## config.mk

```make
export PLATFORM = sky130hd
export DESIGN_NAME = ahb_addr_ctrl
export DESIGN_NICKNAME = d
export VERILOG_FILES = /design/src/rtl/ahb_addr_ctrl.sv
export SDC_FILE = /design/constraint.sdc
export NUM_CORES = 1
export LEC_CHECK = 0
export CAP_MARGIN = 20
export CORE_UTILIZATION = 50
export CTS_BUF_LIST = sky130_fd_sc_hd__clkbuf_4 sky130_fd_sc_hd__clkbuf_8 sky130_fd_sc_hd__clkbuf_16
export DETAILED_ROUTE_END_ITERATION = 10
export GPL_ROUTABILITY_DRIVEN = 0
export PLACE_DENSITY_LB_ADDON = 0.15
export SYNTH_ARGS = -nofsm -noshare
export SYNTH_HDL_FRONTEND = slang
export SYNTH_SLANG_ARGS = --single-unit
```

## constraint.sdc

```tcl
create_clock -name h_clk -period 5.3 [get_ports h_clk]
set_input_delay 0.53 -clock h_clk [delete_from_list [all_inputs] [get_ports h_clk]]
set_output_delay 0.53 -clock h_clk [all_outputs]
set_load 0.01 [all_outputs]
```

## src/rtl/ahb_addr_ctrl.sv

```systemverilog
// AXI-to-AHB address controller: picks the AW or AR FIFO head, drives the AHB
// address phase beat by beat and pops the AXI head when its burst completes.
module ahb_addr_ctrl #(
  parameter int ADDR_W = 32,
  parameter int LEN_W  = 8
) (
  input  logic              h_clk,
  input  logic              h_resetn,
  input  logic              aw_fifo_empty,
  input  logic [ADDR_W-1:0] aw_addr,
  input  logic [LEN_W-1:0]  aw_len,
  input  logic [2:0]        aw_size,
  input  logic [1:0]        aw_burst,
  output logic              aw_fifo_rd,
  input  logic              ar_fifo_empty,
  input  logic [ADDR_W-1:0] ar_addr,
  input  logic [LEN_W-1:0]  ar_len,
  input  logic [2:0]        ar_size,
  input  logic [1:0]        ar_burst,
  output logic              ar_fifo_rd,
  input  logic [1:0]        h_trans,
  input  logic              h_ready,
  output logic [ADDR_W-1:0] h_addr,
  output logic [2:0]        h_burst,
  output logic [2:0]        h_size,
  output logic              h_write,
  output logic              aw_done_illegal,
  output logic              ar_done_illegal
);

  localparam int BW = LEN_W + 11;

  typedef enum logic [1:0] {IDLE, WR_ACT, RD_ACT} state_t;

  state_t            state, state_next;
  logic [ADDR_W-1:0] addr_q, addr_d;
  logic [LEN_W-1:0]  remain_q, remain_d;
  logic [2:0]        size_q, size_d;
  logic [2:0]        burst_q, burst_d;
  logic              last_wr, last_wr_d;
  logic              rd_wr, rd_rd;

  function automatic logic [2:0] map_burst(input logic [LEN_W-1:0] len, input logic [1:0] burst);
    map_burst = 3'b001;
    if (burst == 2'b10) begin
      if (len == LEN_W'(3))       map_burst = 3'b010;
      else if (len == LEN_W'(7))  map_burst = 3'b100;
      else if (len == LEN_W'(15)) map_burst = 3'b110;
    end else begin
      if (len == '0)              map_burst = 3'b000;
      else if (len == LEN_W'(3))  map_burst = 3'b011;
      else if (len == LEN_W'(7))  map_burst = 3'b101;
      else if (len == LEN_W'(15)) map_burst = 3'b111;
    end
  endfunction

  // INCR bursts may not run past the end of the 1 KB page they start in
  function automatic logic is_illegal(input logic [9:0] addr_lo, input logic [LEN_W-1:0] len,
                                      input logic [2:0] size, input logic [1:0] burst);
    logic [BW-1:0] bytes, last;
    logic          wrap_ok;
    bytes   = (BW'(len) + BW'(1)) << size;
    last    = BW'(addr_lo) + bytes - BW'(1);
    wrap_ok = (len == LEN_W'(3)) || (len == LEN_W'(7)) || (len == LEN_W'(15));
    is_illegal = (size > 3'd2);
    case (burst)
      2'b01:   is_illegal = is_illegal | (|last[BW-1:10]);
      2'b10:   is_illegal = is_illegal | !wrap_ok;
      default: is_illegal = 1'b1;
    endcase
  endfunction

  // Wrapping bursts only advance the bits inside the (beats << size) window
  function automatic logic [ADDR_W-1:0] next_addr(input logic [ADDR_W-1:0] addr,
                                                  input logic [2:0] size, input logic [2:0] hburst);
    logic [ADDR_W-1:0] inc, mask;
    inc = addr + (ADDR_W'(1) << size);
    case (hburst)
      3'b010:  mask = (ADDR_W'(4) << size) - ADDR_W'(1);
      3'b100:  mask = (ADDR_W'(8) << size) - ADDR_W'(1);
      3'b110:  mask = (ADDR_W'(16) << size) - ADDR_W'(1);
      default: mask = '1;
    endcase
    next_addr = (addr & ~mask) | (inc & mask);
  endfunction

  logic              acc, sel_wr, sel_rd, hd_ill;
  logic [ADDR_W-1:0] hd_addr;
  logic [LEN_W-1:0]  hd_len;
  logic [2:0]        hd_size, hd_hburst;
  logic [1:0]        hd_burst;

  assign acc             = h_ready & ((h_trans == 2'b10) | (h_trans == 2'b11));
  assign aw_done_illegal = !aw_fifo_empty && is_illegal(aw_addr[9:0], aw_len, aw_size, aw_burst);
  assign ar_done_illegal = !ar_fifo_empty && is_illegal(ar_addr[9:0], ar_len, ar_size, ar_burst);
  assign sel_wr          = !aw_fifo_empty && (ar_fifo_empty || !last_wr);
  assign sel_rd          = !ar_fifo_empty && !sel_wr;
  assign hd_addr         = sel_wr ? aw_addr  : ar_addr;
  assign hd_len          = sel_wr ? aw_len   : ar_len;
  assign hd_size         = sel_wr ? aw_size  : ar_size;
  assign hd_burst        = sel_wr ? aw_burst : ar_burst;
  assign hd_ill          = sel_wr ? aw_done_illegal : ar_done_illegal;
  assign hd_hburst       = map_burst(hd_len, hd_burst);

  always_ff @(posedge h_clk or negedge h_resetn) begin
    if (!h_resetn) begin
      state    <= IDLE;
      addr_q   <= '0;
      remain_q <= '0;
      size_q   <= '0;
      burst_q  <= '0;
      last_wr  <= 1'b0;
    end else begin
      state    <= state_next;
      addr_q   <= addr_d;
      remain_q <= remain_d;
      size_q   <= size_d;
      burst_q  <= burst_d;
      last_wr  <= last_wr_d;
    end
  end

  always_comb begin
    state_next = state;
    addr_d     = addr_q;
    remain_d   = remain_q;
    size_d     = size_q;
    burst_d    = burst_q;
    last_wr_d  = last_wr;
    rd_wr      = 1'b0;
    rd_rd      = 1'b0;
    h_addr     = addr_q;
    h_size     = size_q;
    h_burst    = burst_q;
    h_write    = 1'b0;
    case (state)
      IDLE: begin
        h_addr  = hd_addr;
        h_size  = hd_size;
        h_burst = hd_hburst;
        h_write = sel_wr;
        if (sel_wr || sel_rd) begin
          if (hd_ill) begin
            rd_wr = sel_wr;
            rd_rd = sel_rd;
          end else if (acc) begin
            if (hd_len == '0) begin
              rd_wr     = sel_wr;
              rd_rd     = sel_rd;
              last_wr_d = !last_wr;
            end else begin
              addr_d     = next_addr(hd_addr, hd_size, hd_hburst);
              remain_d   = hd_len - LEN_W'(1);
              size_d     = hd_size;
              burst_d    = hd_hburst;
              state_next = sel_wr ? WR_ACT : RD_ACT;
            end
          end
        end
      end
      WR_ACT, RD_ACT: begin
        h_write = (state == WR_ACT);
        if (acc) begin
          addr_d   = next_addr(addr_q, size_q, burst_q);
          remain_d = remain_q - LEN_W'(1);
          if (remain_q == '0) begin
            rd_wr      = (state == WR_ACT);
            rd_rd      = (state == RD_ACT);
            last_wr_d  = !last_wr;
            state_next = IDLE;
          end
        end
      end
      default: state_next = IDLE;
    endcase
  end

  // Pops are suppressed while reset is held so an abandoned burst keeps its head
  assign aw_fifo_rd = rd_wr & h_resetn;
  assign ar_fifo_rd = rd_rd & h_resetn;

endmodule
```

Word level (Yosys, flattened, before mapping):

Cells that the tools add are included.

* shift operators: 10
* $add $sub $neg: 16
* magnitude comparators: 2
* equality and inequality tests: 31
* bitwise operators: 18
* multiplexer cells: 69
* reductions and logical operators: 27

Operator list (number)
* 32-bit two-way mux: 14
* 32-bit case mux with 3 select lines: 2
* 32-bit by 2-bit subtractor with 32-bit output, second input constant: 6
* 32-bit AND: 4
* 32-bit adder: 2
* 32-bit inverter: 2
* 32-bit bitwise OR: 2
* 32-bit case mux with 2 select lines: 1
* 1-bit by 3-bit << shifter with 32-bit output, first input constant: 2
* 3-bit by 3-bit << shifter with 32-bit output, first input constant: 2
* 4-bit by 3-bit << shifter with 32-bit output, first input constant: 2
* 5-bit by 3-bit << shifter with 32-bit output, first input constant: 2
* 8-bit two-way mux: 6
* 10-bit by 19-bit adder with 19-bit output: 2
* 9-bit by 3-bit << shifter with 19-bit output: 2
* 19-bit by 1-bit subtractor with 19-bit output, second input constant: 2
* 3-bit two-way mux: 11
* 8-bit by 2-bit == test with 1-bit output, second input constant: 3
* 8-bit by 3-bit == test with 1-bit output, second input constant: 3
* 8-bit by 4-bit == test with 1-bit output, second input constant: 3
* 1-bit two-way mux: 19
* 8-bit by 1-bit adder with 9-bit output, second input constant: 2
* 9-bit OR reduction: 2
* 8-bit logical NOT: 2
* 23 further kinds: 75

* bits in registers: 49
* logic and storage cells: 179
* output and inout port bits: 43
* input port bits: 97

Longest topological paths before layout:

Gate-level depths: netlist of the first run.

* depth after elaboration: 25
* mapped depth: 26
* depth with buffers taken out: 22

Worst setup path before layout of the first run:

Ideal clock, no wire load.

* kind: in2reg
* start point: input aw_size[0]
* end point: register (tool-made name)
* buffers on the path: 4
* stages: 21
* slack: -0.338 ns
* library setup time: 0.080 ns
* required time: 5.220 ns
* arrival: 5.557 ns
* path through: clkbuf_1 -> clkbuf_1 -> buf_1 -> o21ai_0 -> a32o_1 -> mux2i_1 -> o21ai_0 -> ha_1 -> inv_1 -> ha_1 -> a211o_1 -> a2111oi_0 -> nor3_1 -> nor2_1 -> o31a_1 -> mux2_2 -> o2111a_1 -> or4_1 -> buf_2 -> or4_1 -> o211ai_2

RTL lines
* start: declaration: RTL line 12 `input logic [2:0] aw_size,`

Worst setup path after layout of the first run:

* start point: input ar_len[0]
* end point: output ar_fifo_rd

* word-level cells in the longest chain between the ends: 13
* elaborated cells on any way between the ends: 24
* classes of those cells: add/sub: 3; eq/ne: 3; shift: 1; mux: 8; bitwise: 3; reduce/logical: 6

Ends and longest elaborated chain
* start: declaration: RTL line 17 `input logic [LEN_W-1:0] ar_len,`
* 8-bit by 1-bit adder with 9-bit output: RTL line 62 `bytes = (BW'(len) + BW'(1)) << size;`
* 9-bit by 3-bit << shifter with 19-bit output: RTL line 62
* 10-bit by 19-bit adder with 19-bit output: RTL line 63 `last = BW'(addr_lo) + bytes - BW'(1);`
* 19-bit by 1-bit subtractor with 19-bit output: RTL line 63
* 9-bit OR reduction: RTL line 67 `2'b01: is_illegal = is_illegal | (|last[BW-1:10]);`
* 1-bit bitwise OR: RTL line 67
* 1-bit case mux with 2 select lines: RTL line 66 `case (burst)`
* 1-bit logical AND: RTL line 95 `assign ar_done_illegal = !ar_fifo_empty && is_illegal(ar_addr[9:0], ar_len, ar_size, ar_burst);`
* 1-bit two-way mux: RTL line 102 `assign hd_ill = sel_wr ? aw_done_illegal : ar_done_illegal;`
* 1-bit two-way mux (*): RTL line 143 `if (hd_ill) begin`
* 1-bit two-way mux (*): RTL line 142 `if (sel_wr || sel_rd) begin`
* 1-bit case mux with 2 select lines (*): RTL line 136 `case (state)`
* 1-bit AND (*): RTL line 180 `assign ar_fifo_rd = rd_rd & h_resetn;`
* end: declaration: RTL line 20 `output logic ar_fifo_rd,`

Mark *: on every way between the ends. The rest lies on a longest branch, timed or not.

==> summary.txt, run 1 <==
Setup path
  – Worst EP required: 4.77 ns
  – CP Class: in2out
  – Worst r2r path cells: 15
  – Critical Path AT: 4.98 ns
  – Largest fanout on the critical path: 6
  – Critical R2R Launch: last_wr
  – FF-to-FF setup slack: 0.87 ns
  – Worst Setup Start Kind: input port
  – CP endpoint kind: output port

Status
  – Failing checks: negative setup slack
  – Outcome: complete, but fails checks

CTS
  – CTS max path bufs: 2
  – CTS tree: done
  – Clk root buf: clkbuf_16
  – CTS Hold Buffers Added: 0
  – H-tree levels: 2
  – CTS Sinks: 49
  – CTS Buf Count: 5
  – Worst-path clk slew: 0.07 ns
  – Worst-Skew Late Latency: 0.30 ns

Cells and area
  – Fin cells: 2,025
  – Share of cells above drive strength 1: 21.89%
  – Fin area: 0.01382 mm²
  – Final nets: 1,936
  – Commonest non-fill, non-tap cell in the layout: buf_4
  – Area delta synth->final: 40.02%
  – Most frequent cells in the layout: buf_4, nor2_1, nand2_1, clkdlybuf4s50_1, a21oi_1

Yosys
  – Mapped Area: 0.009869 mm²
  – Syn avg cell area: 6.673 µm²
  – Ys async rst share: 100.0%
  – Post-Syn Instances: 1,479
  – Synthesized flop and latch total: 49
  – Ys flop type: dfrtp_1
  – Mapped Nets: 1,657
  – Distinct cells, synth: 76
  – Post-synth EDFFs: 0
  – Sequential area share after synthesis: 12.42%
  – Syn. warnings: 0

Pwr
  – Combinational group share of total power: 78.2%
  – Clk network pwr share: 6.6%
  – Sequential share of power: 15.2%
  – Pwr dens: 380.7 mW/mm²
  – Net Sw Frac: 50.97%
  – Max VDD drop: 249.1 µV
  – Leakage: 0.006011 µW
  – Power Internal: 2579 µW
  – NetSw: 2681 µW

Placed design
  – Placed insts: 1,988
  – DP Area: 0.01276 mm²
  – Dpl hpwl: 29,120 µm
  – # port buffers: 138

Job
  – Max Cap Viol: 0

Routing
  – # DRC: 0
  – Via density: 6.284
  – DRT iter0 DRCs: 1,073
  – Total wire length: 39,200 µm
  – Drt pass-1 iters: 9
  – Antenna Nets Post-Route: 0
  – DR vias: 12,730
  – DR WL/cell: 19.36 µm

Die
  – Rows: 51
  – DIE HEIGHT: 142.5 µm
  – Die area: 0.02030 mm²
  – Initial Util: 50.88%
  – Die width: 142.5 µm
  – I/O pin count: 140
  – Core area: 0.01940 mm²

GRT
  – GR Overflow Total: 0
  – Global-route wire length before repair: 59,750 µm
  – GR Util All Layers: 36.87%
  – Largest net degree at the start of global routing: 79
  – Initial antenna violation count: 1
  – Vias in the first global route: 11,820

STA
  – F_max: 181.5 MHz
  – RSZ-0062 raised after global routing: yes
  – Worst-Margin Slew: 1.114 ns
  – Post-layout min period: 5.510 ns
  – Relative slew slack: 25.18%
  – Slew Limit Fails: 0
  – Final setup vio count: 1
  – Period utilization: 104.0%
  – Final Hold Vio Count: 0
  – Final worst slack: -0.2102 ns
  – Final Skew: 0.004120 ns

Hold path
  – Hold crit path type: in2async
==> cell type report <==
class                           count  area, µm²
Inverter                          112      420.4
Sequential cell                    49       1226
Clock inverter                      2      13.76
Fill cell                        1611       5579
Timing Repair Buffer              361       3144
Antenna cell                        1      2.502
Multi-Input combinational cell   1229       8548
Tap cell                          265      331.6
Clock buffer                        6      132.6
==> synthesized netlist by cell type, drive strengths merged, types with 13 or more instances <==
master / count / area [µm²]
a211oi: 15 / 112.6
o21ai: 113 / 565.5
dfrtp: 49 / 1226
or2: 13 / 81.33
ha: 79 / 988.5
nor4: 24 / 175.2
nand2: 141 / 529.3
o21a: 18 / 135.1
and3: 24 / 150.1
nor2b: 18 / 112.6
a31oi: 23 / 143.9
nor2: 167 / 626.9
a21oi: 130 / 658.1
inv: 110 / 412.9
nand4: 13 / 81.33
o211ai: 16 / 125.1
nand2b: 15 / 93.84
mux2i: 58 / 580.6
xor2: 36 / 315.3
xnor2: 25 / 219.0
o31ai: 13 / 97.59
nand3: 51 / 255.2
clkbuf: 79 / 296.5
nor3: 50 / 250.2
==> kinds of logic after synthesis <==
logic type / share of synthesized area, %
AND/OR/NAND/NOR: 27.71
AO/OA/AOI/OAI: 29.21
buffers and inverters: 7.683
adder cells (fa/ha/maj): 10.42
multiplexers: 7.137
XOR/XNOR: 5.413
flip-flops: 12.42
==> worst max path at each step <==
stage | endpoint | from
3_5_place_dp | ar_fifo_rd | ar_len[1]
5_1_grt | ar_fifo_rd | ar_size[0]
2_1_floorplan | register | aw_size[0]
3_3_place_gp | ar_fifo_rd | ar_len[0]
6_report | ar_fifo_rd | ar_len[0]
4_1_cts | ar_fifo_rd | ar_size[0]
==> per-layer routing <==
metal	up-vias	track usage (%)	part of all wire [%]
met5	-	0	0
met4	0	16.13	5.1
met3	162	5.384	8.4
met2	715	62.59	46
met1	5926	46.18	41
li1	5922	-	-
==> stage by stage <==
stage | worst slack [ns] | total power [µW] | utilization, % | TNS, ns | hold WS [ns]
finish | -0.2102 | 5261 | 71.24 | -0.2102 | 0.4363
global route | -0.3317 | 5648 | 71.24 | -0.6809 | 0.4633
CTS | -0.1329 | 5011 | 68.77 | -0.1329 | 0.4540
detailed placement | -1.140 | 4557 | 65.78 | -35.50 | 0.4844
global placement | -1.030 | 4488 | 65.78 | -29.03 | 0.4854
floorplan | 0.01940 | 3089 | - | 0 | 0.2344
==> critical path: stages <==
cell and delay (ns):
buf_6 0.08, buf_6 0.11, and2_4 0.17, nand2_4 0.07
nor2_4 0.14, nand2_2 0.07, o22ai_1 0.23, a32o_2 0.19
mux2i_2 0.09, nor2_1 0.17, a21oi_1 0.07, ha_1 0.30
inv_2 0.05, ha_4 0.30, nand2_4 0.08, o22ai_2 0.11
a21oi_2 0.06, o311a_1 0.41, nor4_4 0.33, or4bb_4 0.58
o31ai_4 0.24, buf_6 0.15, a211oi_2 0.06, a21oi_1 0.17
nor2_1 0.06, buf_2 0.14
==> what timing repair did <==
action / in CTS / in global routing
buffers inserted: 13 / 14
pin swaps: 33 / 53
cloned: 0 / 1
resized for setup: 99 / 110
setup endpoints to repair: 52 / 51
==> power by group through the flow <==
stage | combinational [µW] | sequential, µW | clock, µW
floorplan | 2400 | 686 | 0
global placement | 3700 | 790 | 0
detailed placement | 3760 | 795 | 0
CTS | 3880 | 788 | 345
global route | 4470 | 826 | 355
finish | 4110 | 799 | 350
No activity file was read; power rests on OpenSTA's default activity.
==> run 2, diff against run 1 <==
--- a/config.mk
+++ b/config.mk
@@ -6,7 +6,7 @@
 export NUM_CORES = 1
 export LEC_CHECK = 0
 export CAP_MARGIN = 20
-export CORE_UTILIZATION = 50
+export CORE_UTILIZATION = 33
 export CTS_BUF_LIST = sky130_fd_sc_hd__clkbuf_4 sky130_fd_sc_hd__clkbuf_8 sky130_fd_sc_hd__clkbuf_16
 export DETAILED_ROUTE_END_ITERATION = 10
 export GPL_ROUTABILITY_DRIVEN = 0
==> summary.txt, run 2 (synthesis gave the netlist of run 1 again) <==
Status
  – Outcome: complete, but fails checks (unchanged)
  – Failing checks: negative setup slack (unchanged)

STA
  – Final setup vio count: 1 (unchanged)
  – Final Skew: 0.01230 ns (was 0.004120 ns)
  – Final worst slack: -0.001616 ns (was -0.2102 ns)
  – Post-layout min period: 5.302 ns (was 5.510 ns)
  – RSZ-0062 raised after global routing: yes (unchanged)
  – Slew Limit Fails: 0 (unchanged)
  – Sum Neg Setup Slack: -0.001616 ns (was -0.2102 ns)
  – F_max: 188.6 MHz (was 181.5 MHz)
  – Period utilization: 100.0% (was 104.0%)
  – Relative slew slack: 33.63% (was 25.18%)
  – Worst-Margin Slew: 0.9879 ns (was 1.114 ns)
  – Final Hold Vio Count: 0 (unchanged)

CTS
  – Worst-Skew Late Latency: 0.32 ns (was 0.30 ns)
  – Clk root buf: clkbuf_16 (unchanged)
  – CTS Sinks: 49 (unchanged)
  – CTS Buf Count: 5 (unchanged)
  – H-tree levels: 2 (unchanged)
  – CTS max path bufs: 2 (unchanged)
  – CTS Hold Buffers Added: 0 (unchanged)
  – Worst-path clk slew: 0.09 ns (was 0.07 ns)
  – CTS tree: done (unchanged)

Hold path
  – Hold crit path type: in2async (unchanged)

Routing
  – Total wire length: 40,640 µm (was 39,200 µm)
  – DRT iter0 DRCs: 879 (was 1,073)
  – # DRC: 0 (unchanged)
  – Antenna Nets Post-Route: 0 (unchanged)
  – DR vias: 12,130 (was 12,730)
  – DR WL/cell: 18.90 µm (was 19.36 µm)
  – Via density: 5.641 (was 6.284)
  – Drt pass-1 iters: 5 (was 9)

Die
  – Core area: 0.02909 mm² (was 0.01940 mm²)
  – Initial Util: 33.93% (was 50.88%)
  – Rows: 62 (was 51)
  – Die area: 0.03060 mm² (was 0.02030 mm²)
  – Die width: 174.9 µm (was 142.5 µm)
  – DIE HEIGHT: 174.9 µm (was 142.5 µm)
  – I/O pin count: 140 (unchanged)

Cells and area
  – Most frequent cells in the layout: buf_4, nor2_1, nand2_1, clkdlybuf4s50_1, a21oi_1 (unchanged)
  – Share of cells above drive strength 1: 21.80% (was 21.89%)
  – # fillers: 2,975 (was 1,611)
  – Final nets: 1,943 (was 1,936)
  – Area delta synth->final: 41.47% (was 40.02%)
  – Ant. Diodes: 0 (was 1)
  – Fin util: 48.00% (was 71.24%)
  – Commonest non-fill, non-tap cell in the layout: buf_4 (unchanged)

Setup path
  – Critical Path AT: 4.77 ns (was 4.98 ns)
  – Largest fanout on the critical path: 4 (was 6)
  – CP Class: in2out (unchanged)
  – Worst EP required: 4.77 ns (about the same)
  – Worst Setup Start Kind: input port (unchanged)
  – CP endpoint kind: output port (unchanged)

Job
  – Max Cap Viol: 0 (unchanged)

Pwr
  – Pwr dens: 376.0 mW/mm² (was 380.7 mW/mm²)
  – Leakage: 0.006026 µW (was 0.006011 µW)
  – Max VDD drop: 300.6 µV (was 249.1 µV)

GRT
  – Vias in the first global route: 11,580 (was 11,820)
  – Initial antenna violation count: 0 (was 1)
  – Largest net degree at the start of global routing: 79 (unchanged)
  – GR Overflow Total: 0 (unchanged)
  – Global-route wire length before repair: 63,180 µm (was 59,750 µm)
  – GR Util All Layers: 25.89% (was 36.87%)

Placed design
  – # port buffers: 138 (unchanged)
  – Dpl hpwl: 31,890 µm (was 29,120 µm)
-- run 2: changes by cell type in the layout (fill, tap and decap cells not counted), moves of 3 or more --
cell           delta
buf_6             -4
ha_4              -3
dlygate4sd2_1     +3
nor2_2            -3
o21ai_0           -4
o21ai_1           +6
clkbuf_2          -4
buf_4             +9
-- run 2: repair_timing --
| action | CTS | global route |
|---|---|---|
| cloned | 1 | 1 |
| setup buffers | 12 | 18 |
| endpoints found under the setup margin | 52 | 51 |
| gates resized for setup | 102 | 104 |
| pin swaps | 24 | 57 |
-- run 2: worst paths after layout --
path,startpoint,depth (start not counted),slack [ns],to
setup reg to reg,last_wr,15,0.83,register
setup / recovery,ar_len[1],24,-0.002,ar_fifo_rd
hold / removal,h_resetn,2,0.40,async pin
hold reg to reg,remain_q[5],2,0.52,remain_q[5]
min in group h_clk,remain_q[5],2,0.52,remain_q[5]
max in group asynchronous,h_resetn,2,4.38,size_q[2]
-- run 2: critical path, stage by stage --
cell	delay [ns]
buf_8	0.08
buf_6	0.09
and2_4	0.16
nand2_4	0.07
o311a_1	0.34
o32ai_2	0.17
mux2i_1	0.15
buf_4	0.16
buf_4	0.13
nand2_4	0.05
o31ai_4	0.06
buf_4	0.14
ha_4	0.27
nand2_4	0.05
or3_4	0.36
o211a_1	0.26
nor4_4	0.34
or4bb_1	0.54
o31ai_2	0.23
buf_4	0.19
a211oi_2	0.07
a21oi_1	0.13
nor2_1	0.07
buf_2	0.13
-- run 2: where the power goes --
part | switching [µW] | leakage (µW) | internal, µW
Clock | 188 | 0.0000680 | 180
Sequential | 221 | 0.000594 | 552
Combinational | 2260 | 0.00536 | 1840
-- run 2: layout make-up --
type                            count  area (µm²)  share of cell area, %
Tap cell                          384       480.5                  3.441
Clock buffer                        5       125.1                 0.8961
Inverter                          112       420.4                  3.011
Multi-Input combinational cell   1229        8494                  60.84
Timing Repair Buffer              368        3189                  22.84
Clock inverter                      3       26.28                 0.1882
Sequential cell                    49        1226                  8.782
-- run 2: stage by stage --
stage / power (µW) / area, µm² / setup WS, ns / std cells / hold slack, ns
final: 5250 / 13960 / -0.001616 / 2150 / 0.4012
after global routing: 5709 / 13960 / -0.1841 / 2150 / 0.4804
after CTS: 5107 / 13470 / -0.09070 / 2131 / 0.4448
after detailed placement: 4638 / 12930 / -1.080 / 2110 / 0.4973
after global placement: 4611 / 12930 / -1.060 / 2110 / 0.4804
after floorplan: 3089 / 9881 / 0.01940 / 1479 / 0.2344
-- run 2: routing by layer --
metal  up-vias  part of all wire [%]  wire length (µm)  track usage [%]
met5         -                     0                 0                0
met1      5693                    45             18430            35.75
met3        47                   6.4              2609            2.981
li1       5927                     -                 -                -
met4         0                   2.1               865            6.812
met2       461                    46             18730            42.44
==> run 3, diff against run 2 <==
--- a/config.mk
+++ b/config.mk
@@ -6,7 +6,7 @@
 export NUM_CORES = 1
 export LEC_CHECK = 0
 export CAP_MARGIN = 20
-export CORE_UTILIZATION = 33
+export CORE_UTILIZATION = 50
 export CTS_BUF_LIST = sky130_fd_sc_hd__clkbuf_4 sky130_fd_sc_hd__clkbuf_8 sky130_fd_sc_hd__clkbuf_16
 export DETAILED_ROUTE_END_ITERATION = 10
 export GPL_ROUTABILITY_DRIVEN = 0
==> results of run 3 <==
Final layout, timing and power as in run 1 (identical DEF).
